File: src/rtl/e906_bht_sram_ctrl.sv
// e906_bht_sram_ctrl
// Sequencer/arbiter in front of one BHT single-port SRAM macro. Shares the
// array between IFU predict reads and BJU update writes (one-entry write
// buffer) and walks the whole array with INIT_VAL after reset or invalidate.
// Every SRAM pin is registered, so the macro performs the operation at the
// edge after the one that sets the pins. pred_gnt is registered alongside the
// pins (high in the cycle the read is on the pins); pred_rvld follows it by
// one cycle with SRAM Q passed straight through.
//
// Optional feature: define E906_BHT_RD_WR_BYPASS_EN to merge a still-buffered
// write into read data when the read index matches the buffered index.
//
// state | meaning
// INIT  | init walk, one INIT_VAL word per cycle, requests blocked
// RUN   | arbitrate predict reads against buffered update writes
module e906_bht_sram_ctrl #(
    parameter int                    ADDR_WIDTH = 9,
    parameter int                    DATA_WIDTH = 16,
    parameter logic [DATA_WIDTH-1:0] INIT_VAL   = 16'h5555
) (
    input  logic                  forever_cpuclk,
    input  logic                  cpurst_b,
    input  logic                  bht_inv_req,
    output logic                  bht_init_busy,
    input  logic                  pred_req,
    input  logic [ADDR_WIDTH-1:0] pred_idx,
    output logic                  pred_gnt,
    output logic                  pred_rvld,
    output logic [DATA_WIDTH-1:0] pred_rdata,
    input  logic                  upd_vld,
    input  logic [ADDR_WIDTH-1:0] upd_idx,
    input  logic [DATA_WIDTH-1:0] upd_wdata,
    input  logic [DATA_WIDTH-1:0] upd_mask,
    output logic                  upd_rdy,
    output logic [ADDR_WIDTH-1:0] sram_a,
    output logic                  sram_cen,
    output logic                  sram_gwen,
    output logic [DATA_WIDTH-1:0] sram_wen,
    output logic [DATA_WIDTH-1:0] sram_d,
    input  logic [DATA_WIDTH-1:0] sram_q
);

    localparam logic [0:0]            ST_INIT  = 1'b0;
    localparam logic [0:0]            ST_RUN   = 1'b1;
    localparam logic [ADDR_WIDTH-1:0] LAST_IDX = {ADDR_WIDTH{1'b1}};

    logic [0:0]            r_state;
    logic [ADDR_WIDTH-1:0] r_init_cnt;
    logic                  r_busy;
    logic                  r_buf_full;
    logic [ADDR_WIDTH-1:0] r_buf_idx;
    logic [DATA_WIDTH-1:0] r_buf_data;
    logic [DATA_WIDTH-1:0] r_buf_mask;
    logic [ADDR_WIDTH-1:0] r_sram_a;
    logic                  r_sram_cen;
    logic                  r_sram_gwen;
    logic [DATA_WIDTH-1:0] r_sram_wen;
    logic [DATA_WIDTH-1:0] r_sram_d;
    logic                  r_pred_gnt;
    logic                  r_pred_rvld;

    logic w_init_wr;
    logic w_run;
    logic w_drain;
    logic w_read;
    logic w_upd_rdy;
    logic w_upd_acc;

    // Arbitration: a new update arriving while the buffer is full forces the
    // drain ahead of reads, otherwise reads win and the buffer drains when idle.
    // The cycle after the walk ends (busy still high) is left idle.
    always_comb begin
        w_init_wr = (r_state == ST_INIT) && !bht_inv_req;
        w_run     = (r_state == ST_RUN) && !r_busy && !bht_inv_req;
        w_drain   = w_run && r_buf_full && (upd_vld || !pred_req);
        w_read    = w_run && pred_req && !(r_buf_full && upd_vld);
        w_upd_rdy = w_run && (!r_buf_full || w_drain);
        w_upd_acc = upd_vld && w_upd_rdy;
    end

    // State, init walk counter and busy flag; invalidate always restarts at 0.
    always_ff @(posedge forever_cpuclk or negedge cpurst_b) begin
        if (!cpurst_b) begin
            r_state    <= ST_INIT;
            r_init_cnt <= '0;
            r_busy     <= 1'b1;
        end else begin
            r_busy <= bht_inv_req || (r_state == ST_INIT);
            if (bht_inv_req) begin
                r_state    <= ST_INIT;
                r_init_cnt <= '0;
            end else if (r_state == ST_INIT) begin
                r_init_cnt <= r_init_cnt + ADDR_WIDTH'(1);
                if (r_init_cnt == LAST_IDX) begin
                    r_state <= ST_RUN;
                end
            end
        end
    end

    // One-entry update buffer; load and drain may coincide (new entry wins).
    always_ff @(posedge forever_cpuclk or negedge cpurst_b) begin
        if (!cpurst_b) begin
            r_buf_full <= 1'b0;
            r_buf_idx  <= '0;
            r_buf_data <= '0;
            r_buf_mask <= '0;
        end else if (bht_inv_req) begin
            r_buf_full <= 1'b0;
        end else if (w_upd_acc) begin
            r_buf_full <= 1'b1;
            r_buf_idx  <= upd_idx;
            r_buf_data <= upd_wdata;
            r_buf_mask <= upd_mask;
        end else if (w_drain) begin
            r_buf_full <= 1'b0;
        end
    end

    // Registered SRAM pins plus the read grant/valid pipeline.
    always_ff @(posedge forever_cpuclk or negedge cpurst_b) begin
        if (!cpurst_b) begin
            r_sram_a    <= '0;
            r_sram_cen  <= 1'b1;
            r_sram_gwen <= 1'b1;
            r_sram_wen  <= '1;
            r_sram_d    <= '0;
            r_pred_gnt  <= 1'b0;
            r_pred_rvld <= 1'b0;
        end else begin
            r_pred_gnt  <= w_read;
            r_pred_rvld <= r_pred_gnt;
            r_sram_cen  <= 1'b1;
            r_sram_gwen <= 1'b1;
            r_sram_wen  <= '1;
            if (w_init_wr) begin
                r_sram_cen  <= 1'b0;
                r_sram_gwen <= 1'b0;
                r_sram_wen  <= '0;
                r_sram_a    <= r_init_cnt;
                r_sram_d    <= INIT_VAL;
            end else if (w_drain) begin
                r_sram_cen  <= 1'b0;
                r_sram_gwen <= 1'b0;
                r_sram_wen  <= ~r_buf_mask;
                r_sram_a    <= r_buf_idx;
                r_sram_d    <= r_buf_data;
            end else if (w_read) begin
                r_sram_cen  <= 1'b0;
                r_sram_a    <= pred_idx;
            end
        end
    end

`ifdef E906_BHT_RD_WR_BYPASS_EN
    logic                  r_byp_hit;
    logic [DATA_WIDTH-1:0] r_byp_data;
    logic [DATA_WIDTH-1:0] r_byp_mask;

    // Snapshot the buffer while the read is on the pins: anything buffered
    // then cannot have reached the array before the read executes.
    always_ff @(posedge forever_cpuclk or negedge cpurst_b) begin
        if (!cpurst_b) begin
            r_byp_hit  <= 1'b0;
            r_byp_data <= '0;
            r_byp_mask <= '0;
        end else if (r_pred_gnt) begin
            r_byp_hit  <= r_buf_full && (r_buf_idx == r_sram_a);
            r_byp_data <= r_buf_data;
            r_byp_mask <= r_buf_mask;
        end
    end

    // Read data: raw Q or Q merged with the matching buffered write.
    always_comb begin
        pred_rdata = '0;
        if (r_pred_rvld) begin
            pred_rdata = r_byp_hit ? ((r_byp_data & r_byp_mask) | (sram_q & ~r_byp_mask))
                                   : sram_q;
        end
    end
`else
    // Read data: raw Q; a still-buffered write to the same index is not seen.
    always_comb begin
        pred_rdata = r_pred_rvld ? sram_q : '0;
    end
`endif

    assign bht_init_busy = r_busy;
    assign pred_gnt      = r_pred_gnt;
    assign pred_rvld     = r_pred_rvld;
    assign upd_rdy       = w_upd_rdy;
    assign sram_a        = r_sram_a;
    assign sram_cen      = r_sram_cen;
    assign sram_gwen     = r_sram_gwen;
    assign sram_wen      = r_sram_wen;
    assign sram_d        = r_sram_d;

endmodule
File: config.mk
export PLATFORM = sky130hd
export DESIGN_NAME = e906_bht_sram_ctrl
export DESIGN_NICKNAME = d
export VERILOG_FILES = /design/src/rtl/e906_bht_sram_ctrl.sv
export SDC_FILE = /design/constraint.sdc
export NUM_CORES = 1
export LEC_CHECK = 0
export CAP_MARGIN = 20
export CORE_MARGIN = 4
export CORE_UTILIZATION = 35
export DETAILED_ROUTE_END_ITERATION = 8
export PLACE_DENSITY_LB_ADDON = 0.05
export SKIP_LAST_GASP = 1
export SLEW_MARGIN = 5
export SYNTH_ARGS = -nofsm -noshare
export SYNTH_HDL_FRONTEND = slang
export SYNTH_SLANG_ARGS = --single-unit
File: constraint.sdc
create_clock -name forever_cpuclk -period 2.06 [get_ports forever_cpuclk]
set_input_delay 0.618 -clock forever_cpuclk [delete_from_list [all_inputs] [get_ports forever_cpuclk]]
set_output_delay 0.618 -clock forever_cpuclk [all_outputs]
set_load 0.01 [all_outputs]
# Yosys cells after proc, flatten, opt, wreduce, memory -nomap -nowiden
# Index checks and enable logic that the tools add are counted.
# word_totals
input_bits,71
reg_bits,98
wordCells,63
out_inout_bits,63
# classes
bitwise_logic,3
addsub,1
n_reduce_logical,22
n_eq_ne,2
muxes,21
# op_table
op,count
2-to-1 mux 16 bit,5
2-to-1 mux 9 bit,5
NOT 16 bit,1
2-to-1 mux 1 bit,11
logical AND 1 bit,10
adder 9 x 1 -> 9 bit (second input constant),1
== test 9 bit (second input constant),1
nonzero test 3 bit,2
logical NOT 1 bit,5
logical OR 1 bit,3
inequality test 2 bit (second input constant),1
NOT 1 bit,2
AND reduction 2 bit,1
nonzero test 2 bit,1

# Longest topological paths before layout
# depth
depth_word,10
ltp_mapped,7
depth_no_buf,6

# Worst setup path after synthesis
# OpenSTA, ideal clock, no wires.
# synth_timing
kind,input -> output
start,input bht_inv_req
end,output upd_rdy
path_buffers,2
t_required_ns,1.442
cell_stages,4
slack_ns,-0.040
arrival_time_ns,1.482
cell_sequence,buf_6 or3b_4 buf_6 a21oi_1
# synth_between
elab_chain_cells,6
# synth_lines
element,line,source
"start, declared",23,"input logic bht_inv_req,"
logical NOT 1 bit *,74,w_run = (r_state == ST_RUN) && !r_busy && !bht_inv_req;
logical AND 1 bit *,74,
logical AND 1 bit (2 in a row),75,w_drain = w_run && r_buf_full && (upd_vld || !pred_req);
logical OR 1 bit,77,w_upd_rdy = w_run && (!r_buf_full || w_drain);
logical AND 1 bit *,77,
"end, declared",34,"output logic upd_rdy,"
# Every way passes the cells marked *; elsewhere a longest branch is shown, timed or not.

# Worst setup path in the final report
# layout_timing
start,input sram_q[0]
end,output pred_rdata[0]
# layout_between
elab_chain_cells,1
# layout_lines
element,line,source
"start, declared",40,input logic [DATA_WIDTH-1:0] sram_q
2-to-1 mux 16 bit,185,pred_rdata = r_pred_rvld ? sram_q : '0;
"end, declared",29,"output logic [DATA_WIDTH-1:0] pred_rdata,"
# Every way passes these cells.

==> impl_metrics.json <==
{
  "p_leak_uw": 0.002626,
  "critPathCaptureType": "output pin",
  "outcome": "completed",
  "globalRouteMet2Util_pct": 25.51,
  "worst_hold_path_type": "in2async",
  "area_growth_pct": 46.35,
  "timing_hold_violations_final": 0,
  "cts-hold-fix-buffers": 0,
  "drt-vias-per-instance": 4.837,
  "tritoncts": "built",
  "relSlewSlack_pct": 69.33,
  "synth.yosys.seq_area_share_pct": 60.87,
  "die_y_um": 115.8,
  "groute.layer.met1.usage_pct": 20.52,
  "cts_root_buf": "clkbuf_16",
  "critical_path_required_ns": 1.44,
  "floorplan.die.width_um": 115.8,
  "setup_violations": 0,
  "drt_wl_total_mm": 10.10,
  "syn_nets": 424,
  "timing.final.crit_share_pct": 98.56,
  "worst_r2r_path_depth": 5,
  "drt_iter0_drc": 94,
  "start_kind": "input port",
  "synthDistinctLibCells": 34,
  "power_density_nw_per_um2": 655.6,
  "setup_repair_after_global_routing_missed_its_margin": "yes",
  "cts-htree-levels": 3,
  "worst_setup_path_category": "in2out",
  "final_critical_period_ns": 2.030,
  "final_max_slew_viol_count": 0,
  "number_of_inserted_diodes": 0,
  "dp_slack_ns": -0.7463,
  "synth.avg_cell_area_um2": 11.59,
  "drt_first_pass_iters": 6,
  "gpl_congestion": 0.7841,
  "fin_skew_ns": 0.007400,
  "cts-root-to-sink-buffers": 2,
  "clk_transition_reported_paths_ns": 0.06,
  "cts_made_buffers": 9,
  "yosys_register_bits": 98,
  "dr_total_vias": 3125,
  "io_buffers": 133,
  "num_rows": 39,
  "tightestPinTransition_ns": 0.4601,
  "grt_first_pass_wirelength_mm": 16.35,
  "route.detailed.drc": 0,
  "dp.final_hpwl_mm": 7.285,
  "initial_core_util_pct": 35.62,
  "arrival_ns": 1.41,
  "netlist_instances": 351,
  "final_layout_size_suffix_gt1_share_pct": 24.65,
  "timing.critical_path.fanout_max": 1,
  "hold_slack_ns": 0.2273,
  "ir_worst_vdd_uv": 465.9,
  "maximum_clock_rate_mhz": 492.5,
  "drv_cap": 0,
  "grt_antenna_before_repair": 0,
  "io-pin-count": 134,
  "first_global_vias": 3228,
  "drt.antenna.violating_nets": 0,
  "wl_per_cell_um": 15.63,
  "fillerInstances": 1059,
  "clock_sinks": 98,
  "grt_usage_pct": 15.73,
  "design.die.area_um2": 13410,
  "grt_start_max_net_pins": 40,
  "mappedNetlistArea_um2": 4068,
  "finalNetCount": 571,
  "final.setup.worst_slack_ns": 0.02969,
  "worst_skew_pair.late_latency_ns": 0.34,
  "ys.warnings.count": 0,
  "globalRouteMet3Util_pct": 3.708,
  "core-area_um2": 11420,
  "post-route-util_pct": 52.14,
  "grt-ovfl-total": 0,
  "grt-busiest-layer": "met2"
}
## area by class of cell
| type | instances | area (um2) | area share, % |
|---|---|---|---|
| clock buffer | 11 | 242.7 | 4.077 |
| sequential | 98 | 2477 | 41.61 |
| multi-input combinational | 229 | 1488 | 24.99 |
| inverter | 1 | 3.754 | 0.06305 |
| tap | 143 | 178.9 | 3.005 |
| timing repair buffer | 159 | 1524 | 25.60 |
| clock inverter | 5 | 38.79 | 0.6515 |
## sequential cells by signal (all words and copies together), names as in the netlist, 9 cells and up
name,cells
sram_a,9
r_buf_mask,16
r_buf_data,16
sram_d,16
r_buf_idx,9
sram_wen,16
r_init_cnt,9
## power by group
part / internal [uW] / leakage [uW] / switching (uW)
Sequential: 1970 / 0.00125 / 17.5
Clock: 856 / 0.000124 / 722
Combinational: 201 / 0.00125 / 133
## cell families (layout without fill, tap and decap cells)
logic type | count (synthesis) | count (layout) | share of synthesized area, %
adder cells (fa/ha/maj) | 2 | 2 | 0.6151
multiplexers | 43 | 43 | 11.84
buffers and inverters | 24 | 176 | 2.922
AO/OA/AOI/OAI | 64 | 64 | 9.166
AND/OR/NAND/NOR | 115 | 115 | 13.50
XOR/XNOR | 5 | 5 | 1.077
flip-flops | 98 | 98 | 60.87
## cell usage after synthesis
cell type / n / area (um2)
o31ai_1: 18 / 135.1
nor4_1: 1 / 6.260
buf_2: 8 / 40.04
clkbuf_1: 11 / 41.29
o21ai_0: 1 / 5.000
buf_4: 1 / 7.510
nand2_1: 56 / 210.2
xnor2_1: 3 / 26.28
ha_1: 2 / 25.02
buf_6: 2 / 22.52
or3_1: 1 / 6.260
dfstp_2: 19 / 499.2
nand2b_1: 1 / 6.260
nor4bb_1: 1 / 10.01
mux2_2: 41 / 461.7
clkinv_1: 1 / 3.750
or2_2: 1 / 6.260
xor2_1: 2 / 17.52
nor3b_4: 1 / 18.77
nor2b_1: 4 / 25.02
nor3_1: 2 / 10.01
a21oi_1: 42 / 210.2
o21bai_1: 2 / 15.01
nor3b_1: 1 / 7.510
or3b_4: 1 / 11.26
mux2i_1: 2 / 20.02
nand3_1: 11 / 55.05
nand3b_1: 1 / 7.510
a21o_1: 1 / 7.510
and2_1: 17 / 106.4
dfrtp_1: 79 / 1977
buf_1: 1 / 3.750
nor2_1: 15 / 56.30
and3_1: 1 / 6.260
## layer usage
metal / share of wire (%) / vias to the layer above
met5: 0 / -
met4: 1.5 / 0
met3: 7.0 / 12
met2: 47 / 96
met1: 45 / 1525
li1: - / 1492
## repair_timing
action | in CTS | in global routing
pin swaps | 1 | 2
setup endpoints to repair | 93 | 67
resized for setup | 39 | 21
cloned | 0 | 0
setup buffers | 0 | 2
## through the flow
stage	area, um2	cells	total power [uW]	TNS [ns]
6_report	5953	646	3903	0
5_1_grt	5953	646	4083	-0.0004373
4_1_cts	5978	643	3968	-0.1223
3_5_place_dp	5703	627	2365	-41.84
3_3_place_gp	5703	627	2362	-39.56
2_1_floorplan	4071	351	2106	0
## worst paths after layout
path / slack [ns] / start / end
max in group asynchronous: 1.20 / cpurst_b / bht_init_busy
worst max register to register: 0.22 / r_state / r_buf_data[7]
worst min-delay path: 0.23 / cpurst_b / sram_a[4]
min in group forever_cpuclk: 0.39 / pred_gnt / pred_rvld
worst max-delay path: 0.03 / sram_q[0] / pred_rdata[0]
worst min register to register: 0.39 / pred_gnt / pred_rvld
## critical path, stage by stage
cell and delay, ns:
clkdlybuf4s50_1 0.45, and2_1 0.12, clkdlybuf4s15_1 0.23
## layout by cell type, fill, tap and decap left out, drive strengths merged, types with 17 or more instances in the layout
cell type        n
nand2           56
clkdlybuf4s50  111
clkbuf          21
a21oi           42
buf             31
mux2            41
and2            17
dfrtp           79
o31ai           18
dfstp           19
Power figures use the tool's default switching activity.
